===== config.mk =====
export PLATFORM = sky130hd
export DESIGN_NAME = exec_sequencer
export DESIGN_NICKNAME = d
export VERILOG_FILES = /design/src/rtl/exec_pkg.sv /design/src/rtl/exec_zero_fixup.sv /design/src/rtl/exec_sequencer.sv
export SDC_FILE = /design/constraint.sdc
export NUM_CORES = 1
export LEC_CHECK = 0
export CAP_MARGIN = 15
export CELL_PAD_IN_SITES_DETAIL_PLACEMENT = 2
export CELL_PAD_IN_SITES_GLOBAL_PLACEMENT = 2
export CORE_ASPECT_RATIO = 1.4
export CORE_MARGIN = 2
export CORE_UTILIZATION = 18
export CTS_BUF_LIST = sky130_fd_sc_hd__clkbuf_16
export DETAILED_ROUTE_END_ITERATION = 12
export PLACE_DENSITY = 0.85
export SLEW_MARGIN = 20
export SYNTH_ARGS = -nofsm -noshare
export SYNTH_HDL_FRONTEND = slang
export SYNTH_SLANG_ARGS = --single-unit
export TNS_END_PERCENT = 20

===== constraint.sdc =====
create_clock -name clk -period 3.03 [get_ports clk]
set_clock_uncertainty 0.15 [all_clocks]
set_input_delay 0.303 -clock clk [delete_from_list [all_inputs] [get_ports clk]]
set_output_delay 0.303 -clock clk [all_outputs]
set_load 0.005 [all_outputs]

===== src/rtl/exec_pkg.sv =====
// exec_pkg: shared types, ALU op codes and the immediate sign-extension helper
// for the execute sequencer.
package exec_pkg;

  // Sequencer states: operand read, execute, write-back
  typedef enum logic [1:0] {
    ST_IDLE = 2'd0,
    ST_READ = 2'd1,
    ST_EXEC = 2'd2,
    ST_WB   = 2'd3
  } state_t;

  // ALU op codes understood by the downstream ALU
  localparam logic [7:0] OP_ADD = 8'd0;
  localparam logic [7:0] OP_SUB = 8'd1;
  localparam logic [7:0] OP_MUL = 8'd2;
  localparam logic [7:0] OP_DIV = 8'd3;
  localparam logic [7:0] OP_XOR = 8'd4;
  localparam logic [7:0] OP_AND = 8'd5;
  localparam logic [7:0] OP_OR  = 8'd6;
  localparam logic [7:0] OP_REM = 8'd7;
  localparam logic [7:0] OP_NOT = 8'd8;

  // Widest datapath the extension helper handles; callers cast to their XLEN
  localparam int SEXT_W = 64;

  // Sign-extend the low imm_w bits of imm to SEXT_W bits
  function automatic logic [SEXT_W-1:0] sext_imm(input logic [SEXT_W-1:0] imm,
                                                 input int imm_w);
    logic [SEXT_W-1:0] mask;
    logic [SEXT_W-1:0] bit_sel;
    logic              sign;
    mask    = ~({SEXT_W{1'b1}} << imm_w);
    bit_sel = (imm >> (imm_w - 1)) & {{(SEXT_W-1){1'b0}}, 1'b1};
    sign    = |bit_sel;
    return sign ? (imm | ~mask) : (imm & mask);
  endfunction

endpackage


===== src/rtl/exec_zero_fixup.sv =====
// exec_zero_fixup: picks the architecturally correct result. When the second
// operand was zero the ALU holds a stale result, so a substitute is produced.
// Optional macro EXEC_DIV0_TRAP_EN adds the divide-by-zero trap output.
module exec_zero_fixup
  import exec_pkg::*;
#(
  parameter int XLEN = 64
) (
  input  logic [7:0]      op,
  input  logic [XLEN-1:0] value1,
  input  logic            value2_zero,
  input  logic [XLEN-1:0] alu_result,
  output logic [XLEN-1:0] result
`ifdef EXEC_DIV0_TRAP_EN
  ,
  output logic            trap
`endif
);

  // Result selection: live ALU result, or zero-operand substitute, or 0 for unknown ops
  always_comb begin
    result = {XLEN{1'b0}};
    if (op > OP_NOT) begin
      result = {XLEN{1'b0}};
    end else if (!value2_zero) begin
      result = alu_result;
    end else begin
      case (op)
        OP_ADD, OP_SUB, OP_XOR, OP_OR: result = value1;
        OP_AND, OP_MUL:                result = {XLEN{1'b0}};
        OP_NOT:                        result = ~value1;
        OP_DIV:                        result = {XLEN{1'b1}};
        OP_REM:                        result = value1;
        default:                       result = {XLEN{1'b0}};
      endcase
    end
  end

`ifdef EXEC_DIV0_TRAP_EN
  // Divide or remainder by zero raises the trap
  always_comb begin
    trap = 1'b0;
    if (value2_zero && ((op == OP_DIV) || (op == OP_REM))) begin
      trap = 1'b1;
    end else begin
      trap = 1'b0;
    end
  end
`endif

endmodule


===== src/rtl/exec_sequencer.sv =====
// exec_sequencer: four-state (IDLE/READ/EXEC/WB) controller driving a
// registered-read register file and a registered ALU for one op at a time.
// Optional macro EXEC_DIV0_TRAP_EN: DIV/REM by zero trap via done_error.
module exec_sequencer
  import exec_pkg::*;
#(
  parameter int XLEN  = 64,
  parameter int IMM_W = 12
) (
  input  logic             clk,
  input  logic             reset,
  input  logic             req_valid,
  output logic             req_ready,
  input  logic [7:0]       req_op,
  input  logic [4:0]       req_rs1,
  input  logic [4:0]       req_rs2,
  input  logic [4:0]       req_rd,
  input  logic             req_use_imm,
  input  logic [IMM_W-1:0] req_imm,
  output logic [4:0]       rf_rs1,
  output logic [4:0]       rf_rs2,
  input  logic [XLEN-1:0]  rf_rs1_val,
  input  logic [XLEN-1:0]  rf_rs2_val,
  output logic             rf_write_sig,
  output logic [4:0]       rf_write_reg,
  output logic [XLEN-1:0]  rf_write_val,
  output logic [7:0]       alu_opcode,
  output logic [XLEN-1:0]  alu_value1,
  output logic [XLEN-1:0]  alu_value2,
  input  logic [XLEN-1:0]  alu_result,
  output logic             done_valid,
  output logic [4:0]       done_rd,
  output logic [XLEN-1:0]  done_value
`ifdef EXEC_DIV0_TRAP_EN
  ,
  output logic             done_error
`endif
);

  state_t            state_r;
  logic [7:0]        op_r;
  logic [4:0]        rd_r;
  logic              use_imm_r;
  logic [IMM_W-1:0]  imm_r;
  logic [XLEN-1:0]   value1_r;
  logic              value2_zero_r;

  logic [XLEN-1:0]   imm_ext_s;
  logic [XLEN-1:0]   value2_s;
  logic              write_ok_s;
  logic [XLEN-1:0]   result_s;
  logic              trap_s;

  assign imm_ext_s = XLEN'(sext_imm(SEXT_W'(imm_r), IMM_W));
  assign value2_s  = use_imm_r ? imm_ext_s : rf_rs2_val;

  // Write permission decided in EXEC from live operands so rf_write_sig can be registered
  always_comb begin
    write_ok_s = 1'b0;
    if ((rd_r != 5'd0) && (op_r <= OP_NOT)) begin
`ifdef EXEC_DIV0_TRAP_EN
      write_ok_s = !((value2_s == {XLEN{1'b0}}) && ((op_r == OP_DIV) || (op_r == OP_REM)));
`else
      write_ok_s = 1'b1;
`endif
    end else begin
      write_ok_s = 1'b0;
    end
  end

  exec_zero_fixup #(.XLEN(XLEN)) u_fixup (
    .op          (op_r),
    .value1      (value1_r),
    .value2_zero (value2_zero_r),
    .alu_result  (alu_result),
    .result      (result_s)
`ifdef EXEC_DIV0_TRAP_EN
    ,
    .trap        (trap_s)
`endif
  );

`ifndef EXEC_DIV0_TRAP_EN
  assign trap_s = 1'b0;
`endif

  // FSM plus registered control outputs; request fields latched on handshake
  always_ff @(posedge clk) begin
    if (reset) begin
      state_r       <= ST_IDLE;
      req_ready     <= 1'b1;
      op_r          <= 8'd0;
      rd_r          <= 5'd0;
      use_imm_r     <= 1'b0;
      imm_r         <= {IMM_W{1'b0}};
      value1_r      <= {XLEN{1'b0}};
      value2_zero_r <= 1'b0;
      rf_rs1        <= 5'd0;
      rf_rs2        <= 5'd0;
      alu_opcode    <= 8'd0;
      rf_write_sig  <= 1'b0;
      rf_write_reg  <= 5'd0;
      done_valid    <= 1'b0;
      done_rd       <= 5'd0;
    end else begin
      case (state_r)
        ST_IDLE: begin
          if (req_valid && req_ready) begin
            state_r   <= ST_READ;
            req_ready <= 1'b0;
            op_r      <= req_op;
            rd_r      <= req_rd;
            use_imm_r <= req_use_imm;
            imm_r     <= req_imm;
            rf_rs1    <= req_rs1;
            rf_rs2    <= req_rs2;
          end else begin
            req_ready <= 1'b1;
          end
        end
        ST_READ: begin
          state_r    <= ST_EXEC;
          rf_rs1     <= 5'd0;
          rf_rs2     <= 5'd0;
          alu_opcode <= op_r;
        end
        ST_EXEC: begin
          state_r       <= ST_WB;
          alu_opcode    <= 8'd0;
          value1_r      <= rf_rs1_val;
          value2_zero_r <= (value2_s == {XLEN{1'b0}});
          rf_write_sig  <= write_ok_s;
          rf_write_reg  <= rd_r;
          done_valid    <= 1'b1;
          done_rd       <= rd_r;
        end
        ST_WB: begin
          state_r      <= ST_IDLE;
          req_ready    <= 1'b1;
          rf_write_sig <= 1'b0;
          rf_write_reg <= 5'd0;
          done_valid   <= 1'b0;
          done_rd      <= 5'd0;
        end
        default: begin
          state_r   <= ST_IDLE;
          req_ready <= 1'b1;
        end
      endcase
    end
  end

  // ALU operands come straight from the register file read data during EXEC
  always_comb begin
    alu_value1 = {XLEN{1'b0}};
    alu_value2 = {XLEN{1'b0}};
    if (state_r == ST_EXEC) begin
      alu_value1 = rf_rs1_val;
      alu_value2 = value2_s;
    end else begin
      alu_value1 = {XLEN{1'b0}};
      alu_value2 = {XLEN{1'b0}};
    end
  end

  // Write-back data needs the ALU result that only becomes valid in WB
  always_comb begin
    rf_write_val = {XLEN{1'b0}};
    done_value   = {XLEN{1'b0}};
    if (state_r == ST_WB) begin
      rf_write_val = result_s;
      done_value   = trap_s ? {XLEN{1'b0}} : result_s;
    end else begin
      rf_write_val = {XLEN{1'b0}};
      done_value   = {XLEN{1'b0}};
    end
  end

`ifdef EXEC_DIV0_TRAP_EN
  // Trap flag is only meaningful alongside done_valid
  always_comb begin
    done_error = 1'b0;
    if (state_r == ST_WB) begin
      done_error = trap_s;
    end else begin
      done_error = 1'b0;
    end
  end
`endif

endmodule


# Word level (Yosys, flattened, before mapping)

Index checks and enable logic that the tools add are counted.

Register bits after elaboration: 119
Output and inout bits: 287
Input bits: 231
Word-level logic and storage cells: 61

Mux-type cells: 21
Equality and inequality tests: 10
Reduce and logical (&&, ||, !) cells: 13
$lt $le $gt $ge: 2
Bitwise logic cells: 1

Operators with widths:

| cell                                                           | count |
|---|---|
| 2-to-1 mux 64 bit                                              | 7 |
| one-hot mux 64 bit (3 select lines)                            | 1 |
| zero test 64 bit                                               | 1 |
| NOT 64 bit                                                     | 1 |
| one-hot mux 5 bit (2 select lines)                             | 3 |
| == test 8 x 3 -> 1 bit, second input constant                  | 3 |
| one-hot mux 8 bit (2 select lines)                             | 1 |
| 2-to-1 mux 5 bit                                               | 2 |
| == test 8 x 1 -> 1 bit, second input constant                  | 1 |
| == test 8 x 2 -> 1 bit, second input constant                  | 1 |
| == test 8 x 4 -> 1 bit, second input constant                  | 1 |
| > comparator 8 x 4 -> 1 bit, second input constant             | 1 |
| less-or-equal comparator 8 x 4 -> 1 bit, second input constant | 1 |
| zero test 8 bit                                                | 1 |
| one-hot mux 2 bit (4 select lines)                             | 1 |
| nonzero test 2 bit                                             | 4 |
| one-hot mux 1 bit (2 select lines)                             | 3 |
| nonzero test 5 bit                                             | 1 |
| OR reduction 5 bit                                             | 1 |
| == test 2 bit, second input constant                           | 2 |
| AND reduction 2 bit                                            | 2 |
| == test 2 x 1 -> 1 bit, second input constant                  | 1 |
| logical AND 1 bit                                              | 2 |
| zero test 2 bit                                                | 1 |
| 3 further kinds                                                | 4 |

# Depth between registers and ports, before layout

Depth after elaboration: 6
Gate-level depth with buffers: 8
Mapped depth without buffers: 6

# Modules after synthesis

From an unflattened synthesis, not the netlist that was laid out.

Cell total of the unflattened synthesis: 1068
Area, all modules: 8114.0 um2

By module, submodules not included:

| module          | cells each | times used | seq. area each (um2) | area each (um2) |
|---|---|---|---|---|
| exec_sequencer  | 833        | 1          | 2382.3               | 6338.6 |
| exec_zero_fixup | 235        | 1          | 0.0                  | 1775.5 |

# Worst setup path before layout

OpenSTA, ideal clock, no wires.

Path kind: register -> output
Start: register op_r[4]
End: output port rf_write_val[16]
Data arrival time: 2104 ps
Cell stages (with the launch flop): 8
Data required time: 2577 ps
Buffers on the path: 3
Setup slack: 473 ps
Cells stage by stage: dfxtp_1 or4_4 or4_4 buf_6 buf_8 mux2i_1 o221a_1 buf_4

Word-level cells in the longest chain between the ends: 6
Elaborated cells on any way between the ends: 13
Those cells by class: order compare: 1; eq/ne: 6; mux: 4; reduce/logical: 2

RTL lines:

| item                                                 | line                  | source |
|---|---|---|
| from (decl)                                          | exec_sequencer.sv:41  | `logic [7:0] op_r;` |
| from (signal assigned)                               | exec_sequencer.sv:111 | `op_r <= req_op;` |
| == test 8 x 1 -> 1 bit, or another cell as far along | exec_zero_fixup.sv:28 | `case (op)` |
| OR reduction 5 bit (no source line)                  | -                     |  |
| one-hot mux 64 bit (3 select lines)                  | exec_zero_fixup.sv:28 |  |
| 2-to-1 mux 64 bit                                    | exec_zero_fixup.sv:25 | `end else if (!value2_zero) begin` |
| 2-to-1 mux 64 bit *                                  | exec_zero_fixup.sv:23 | `if (op > OP_NOT) begin` |
| 2-to-1 mux 64 bit *                                  | -                     |  |
| to (decl)                                            | exec_sequencer.sv:26  | `output logic [XLEN-1:0] rf_write_val,` |

Every way passes the cells marked *; elsewhere a longest branch is shown, timed or not.

# Final worst setup path

Start: register op_r[4]
End: output port rf_write_val[56]

Word-level cells in the longest chain between the ends: 6
Elaborated cells on any way between the ends: 13
Those cells by class: order compare: 1; eq/ne: 6; mux: 4; reduce/logical: 2

RTL lines:

| item                                                 | line                  | source |
|---|---|---|
| == test 8 x 1 -> 1 bit, or another cell as far along | exec_zero_fixup.sv:28 |  |
| OR reduction 5 bit (no source line)                  | -                     |  |
| one-hot mux 64 bit (3 select lines)                  | exec_zero_fixup.sv:28 |  |
| 2-to-1 mux 64 bit                                    | exec_zero_fixup.sv:25 |  |
| 2-to-1 mux 64 bit *                                  | exec_zero_fixup.sv:23 |  |
| 2-to-1 mux 64 bit *                                  | exec_sequencer.sv:170 | `if (state_r == ST_WB) begin` |

Marks and branches as above.

==> results.cfg <==
[worst_setup_path]
worst-endpoint-arrival_ns = 3.01
crit_path_max_fanout = 16
cp_cell_sequence = or4_4, or4_4, buf_16, mux2i_1, o221a_2, clkdlybuf4s50_1
timing.reg2reg.worst_path_depth = 7
timing.critical_path.from = op_r[4]
timing.critical_path.slowest_stage_cell = sky130_fd_sc_hd__or4_4
cp-start-kind = register
critical_path_required_ns = 2.58
critical-path-top-cell-by-count = sky130_fd_sc_hd__or4_4
r2r_setup_slack_ns = 0.75
timing_worst_setup_path_type = register to primary output
max_stage_delay_ns = 0.54
worst_r2r_endpoint = alu_opcode[3]
worst_r2r_startpoint = state_r[0]
timing.critical_path.to_type = primary output

[drt]
detail_route.iter0.violations = 366
number_of_vias_after_detailed_routing = 8726
remaining_drc_errors = 0
wl_per_cell_um = 21.7
drt.antenna.violating_nets = 0
firstDrtPassIters = 4
vias_per_cell = 4.56
wirelength_um = 41500

[layout]
final_layout_size_suffix_gt1_frac = 0.177
finish.utilization = 0.323
area_growth_pct = 77.0
net_count_reported_at_finish = 1593

[synth]
list_of_most_frequent_post_synthesis_cells = 155 x sky130_fd_sc_hd__a21oi_1, 119 x sky130_fd_sc_hd__dfxtp_1, 95 x sky130_fd_sc_hd__nor2_1
synth_sequential_area_ratio = 0.317
avgSynthCellArea_um2 = 8.05
synth.top_cell.area_share = 0.317
syn-instance-count = 933
synth_top_cells_by_area = sky130_fd_sc_hd__dfxtp_1 32%, sky130_fd_sc_hd__mux2i_1 11%, sky130_fd_sc_hd__a21oi_1 10%, sky130_fd_sc_hd__o221a_2 7.4%, sky130_fd_sc_hd__buf_4 6.9%
ys_flop_type = sky130_fd_sc_hd__dfxtp_1
netlist.top_cell.by_area = sky130_fd_sc_hd__dfxtp_1
ys_warn_count = 0
synth.ff_latch_count = 119
syn-cell-area_um2 = 7510
yosys.cell_types.count = 39
asyncSetResetFlopFracSynth = 0
top_count_cell_post_synth = sky130_fd_sc_hd__a21oi_1
syn-num-nets = 1168
synth_enable_flop_cells = 0

[worst_hold_path]
hold_path.class = input port to register
hold_path_startpoint = reset
worst_hold_path.endpoint = value1_r[60]
hold-path-cell-count = 2

[timing]
slew_viol_final = 0
layout_worst_path_cycle_share = 1.14
relSlewSlack = 0.427
worst-slew-pin-transition_ns = 0.860
max_freq_mhz = 289
finalSetupViolations = 56
fin_crit_ns = 3.46
rsz0062_at_grt = yes
final-hold-violation-count = 0
fin_ws_ns = -0.434

[run_status]
run_status = finished, violations left
violations = negative setup slack

[power_and_ir_drop]
vdd_ir_drop_max_mv = 0.364
power.density_cell_area_nw_per_um2 = 652
leakagePower_nw = 5.10
total_power_mw = 8.66

[floorplanning]
num_io_pins = 518
die_area_um2 = 43400
fp.dieH_um = 246
row_count = 88
floorplan.core_area_um2 = 41200
die_x_um = 177
floorplan.initialDensity = 0.182

[global_routing]
globalRouteMet2Util = 0.348
met1_usage = 0.192
global_route.overflow_total = 0
grt_max_degree = 65
global_route_wire_length_before_repair_um = 59900
grt_antenna_before_repair = 2
gr-max-usage-layer = met2
grt_pass1_vias = 9525
globalRouteMet3Util = 0.0320
track_usage = 0.181

[placed_design]
routabilityCongestion = 0.905
portBuffers = 517
dpl_worst_slack_ns = -0.108
detailed_place_hpwl_um = 31700

[clock_network]
clk_path_buf_depth = 2
cts_num_sinks = 119
clockRootBuffer = sky130_fd_sc_hd__clkbuf_16
tritoncts = built
clkSlewWorstSetupHoldPaths_ns = 0.06
post_cts_hold_buffer_count = 0
worstSkewPairLatency_ns = 0.42
number_of_buffers_created_by_cts = 17
cts.htree.levels = 4

[flow_run]
max-cap-violations = 0
==> sequential cells by signal, indices dropped and copies added, names as in the netlist, 2 cells and up <==
| name | cells |
|---|---|
| value1_r | 64 |
| imm_r | 12 |
| alu_opcode | 8 |
| op_r | 8 |
| done_rd | 5 |
| rd_r | 5 |
| rf_rs1 | 5 |
| rf_rs2 | 5 |
| state_r | 2 |
==> worst max-delay path: cells and delay by family, from the launching register on <==
kind / cells / cell delay, ns
AO/OA/AOI/OAI: 1 / 0.24
multiplexers: 1 / 0.22
AND/OR/NAND/NOR: 2 / 1.06
buffers and inverters: 2 / 0.75
flip-flops: 1 / 0.32
==> layout make-up <==
class / count / area [um2]
antenna: 2 / 5.00
clock buffer: 17 / 425
clock inverter: 14 / 148
fill: 4662 / 27900
inverter: 6 / 25.0
multi-input combinational: 648 / 4280
sequential: 119 / 2390
tap: 540 / 676
timing repair buffer: 566 / 5350
==> repair_timing <==
item / 4_1_cts / 5_1_grt
endpoints found under the setup margin: 135 / 128
gates cloned: 1 / 2
pin swaps: 2 / 4
setup buffers: 1 / 2
gates resized for setup: 199 / 134
==> per-stage QoR <==
step	hold slack, ns	TNS (ns)	std cells	cell area (um2)
2_1_floorplan	0.273	0	933	7510
3_3_place_gp	0.309	-0.204	1873	12800
3_5_place_dp	0.318	-1.25	1873	12800
4_1_cts	0.251	-33.33	1906	13300
5_1_grt	0.264	-26.61	1912	13300
6_report	0.278	-12.60	1912	13300
==> cells in the final DEF (no fill, tap or decap), types with 3 or more instances in the layout <==
| master | count |
|---|---|
| sky130_fd_sc_hd__clkdlybuf4s50_1 | 419 |
| sky130_fd_sc_hd__a21oi_1 | 154 |
| sky130_fd_sc_hd__dfxtp_1 | 116 |
| sky130_fd_sc_hd__nor2_1 | 95 |
| sky130_fd_sc_hd__mux2i_1 | 68 |
| sky130_fd_sc_hd__and2_1 | 64 |
| sky130_fd_sc_hd__nand2b_1 | 62 |
| sky130_fd_sc_hd__nand2_1 | 59 |
| sky130_fd_sc_hd__buf_2 | 52 |
| sky130_fd_sc_hd__o221a_2 | 47 |
| sky130_fd_sc_hd__buf_4 | 42 |
| sky130_fd_sc_hd__clkbuf_2 | 21 |
| sky130_fd_sc_hd__clkbuf_16 | 19 |
| sky130_fd_sc_hd__o221a_1 | 15 |
| sky130_fd_sc_hd__nor4_1 | 15 |
| sky130_fd_sc_hd__nand3_1 | 11 |
| sky130_fd_sc_hd__a22oi_1 | 10 |
| sky130_fd_sc_hd__mux2i_2 | 8 |
| sky130_fd_sc_hd__buf_6 | 8 |
| sky130_fd_sc_hd__clkdlybuf4s15_2 | 6 |
| sky130_fd_sc_hd__buf_12 | 6 |
| sky130_fd_sc_hd__inv_1 | 5 |
| sky130_fd_sc_hd__inv_6 | 5 |
| sky130_fd_sc_hd__dlymetal6s2s_1 | 5 |
| sky130_fd_sc_hd__mux2i_4 | 4 |
| sky130_fd_sc_hd__nand4_1 | 4 |
| sky130_fd_sc_hd__clkinvlp_4 | 4 |
| sky130_fd_sc_hd__ha_1 | 3 |
| sky130_fd_sc_hd__dfxtp_2 | 3 |
==> report_power, final <==
group | internal (mW) | switching (mW)
combinational | 2.20 | 2.28
sequential | 1.90 | 0.271
clock | 1.21 | 0.806
==> kinds of logic (layout without fill, tap and decap cells) <==
logic type	Yosys count	count (layout)	synth area share
simple gates	327	327	0.222
compound gates	237	237	0.219
buf+inv	166	603	0.129
flops	119	119	0.317
mux	80	80	0.107
fa+ha+maj	4	4	0.00667
other cells	0	2	0
==> worst max path at each step <==
stage,cells past startpoint,endpoint,slack [ns]
CTS,6,done_value[40],-0.50
global placement,6,rf_write_val[47],-0.09
finish,6,rf_write_val[56],-0.43
floorplan,7,rf_write_val[43],0.47
global route,6,rf_write_val[56],-0.55
detailed placement,6,rf_write_val[47],-0.11
==> per-layer routing <==
metal  vias up  share of wire
met3        67          0.050
met2       329           0.54
met5         -              0
met4         0          0.035
li1       4065              -
met1      4265           0.37
(Power assumes the default switching activity.)
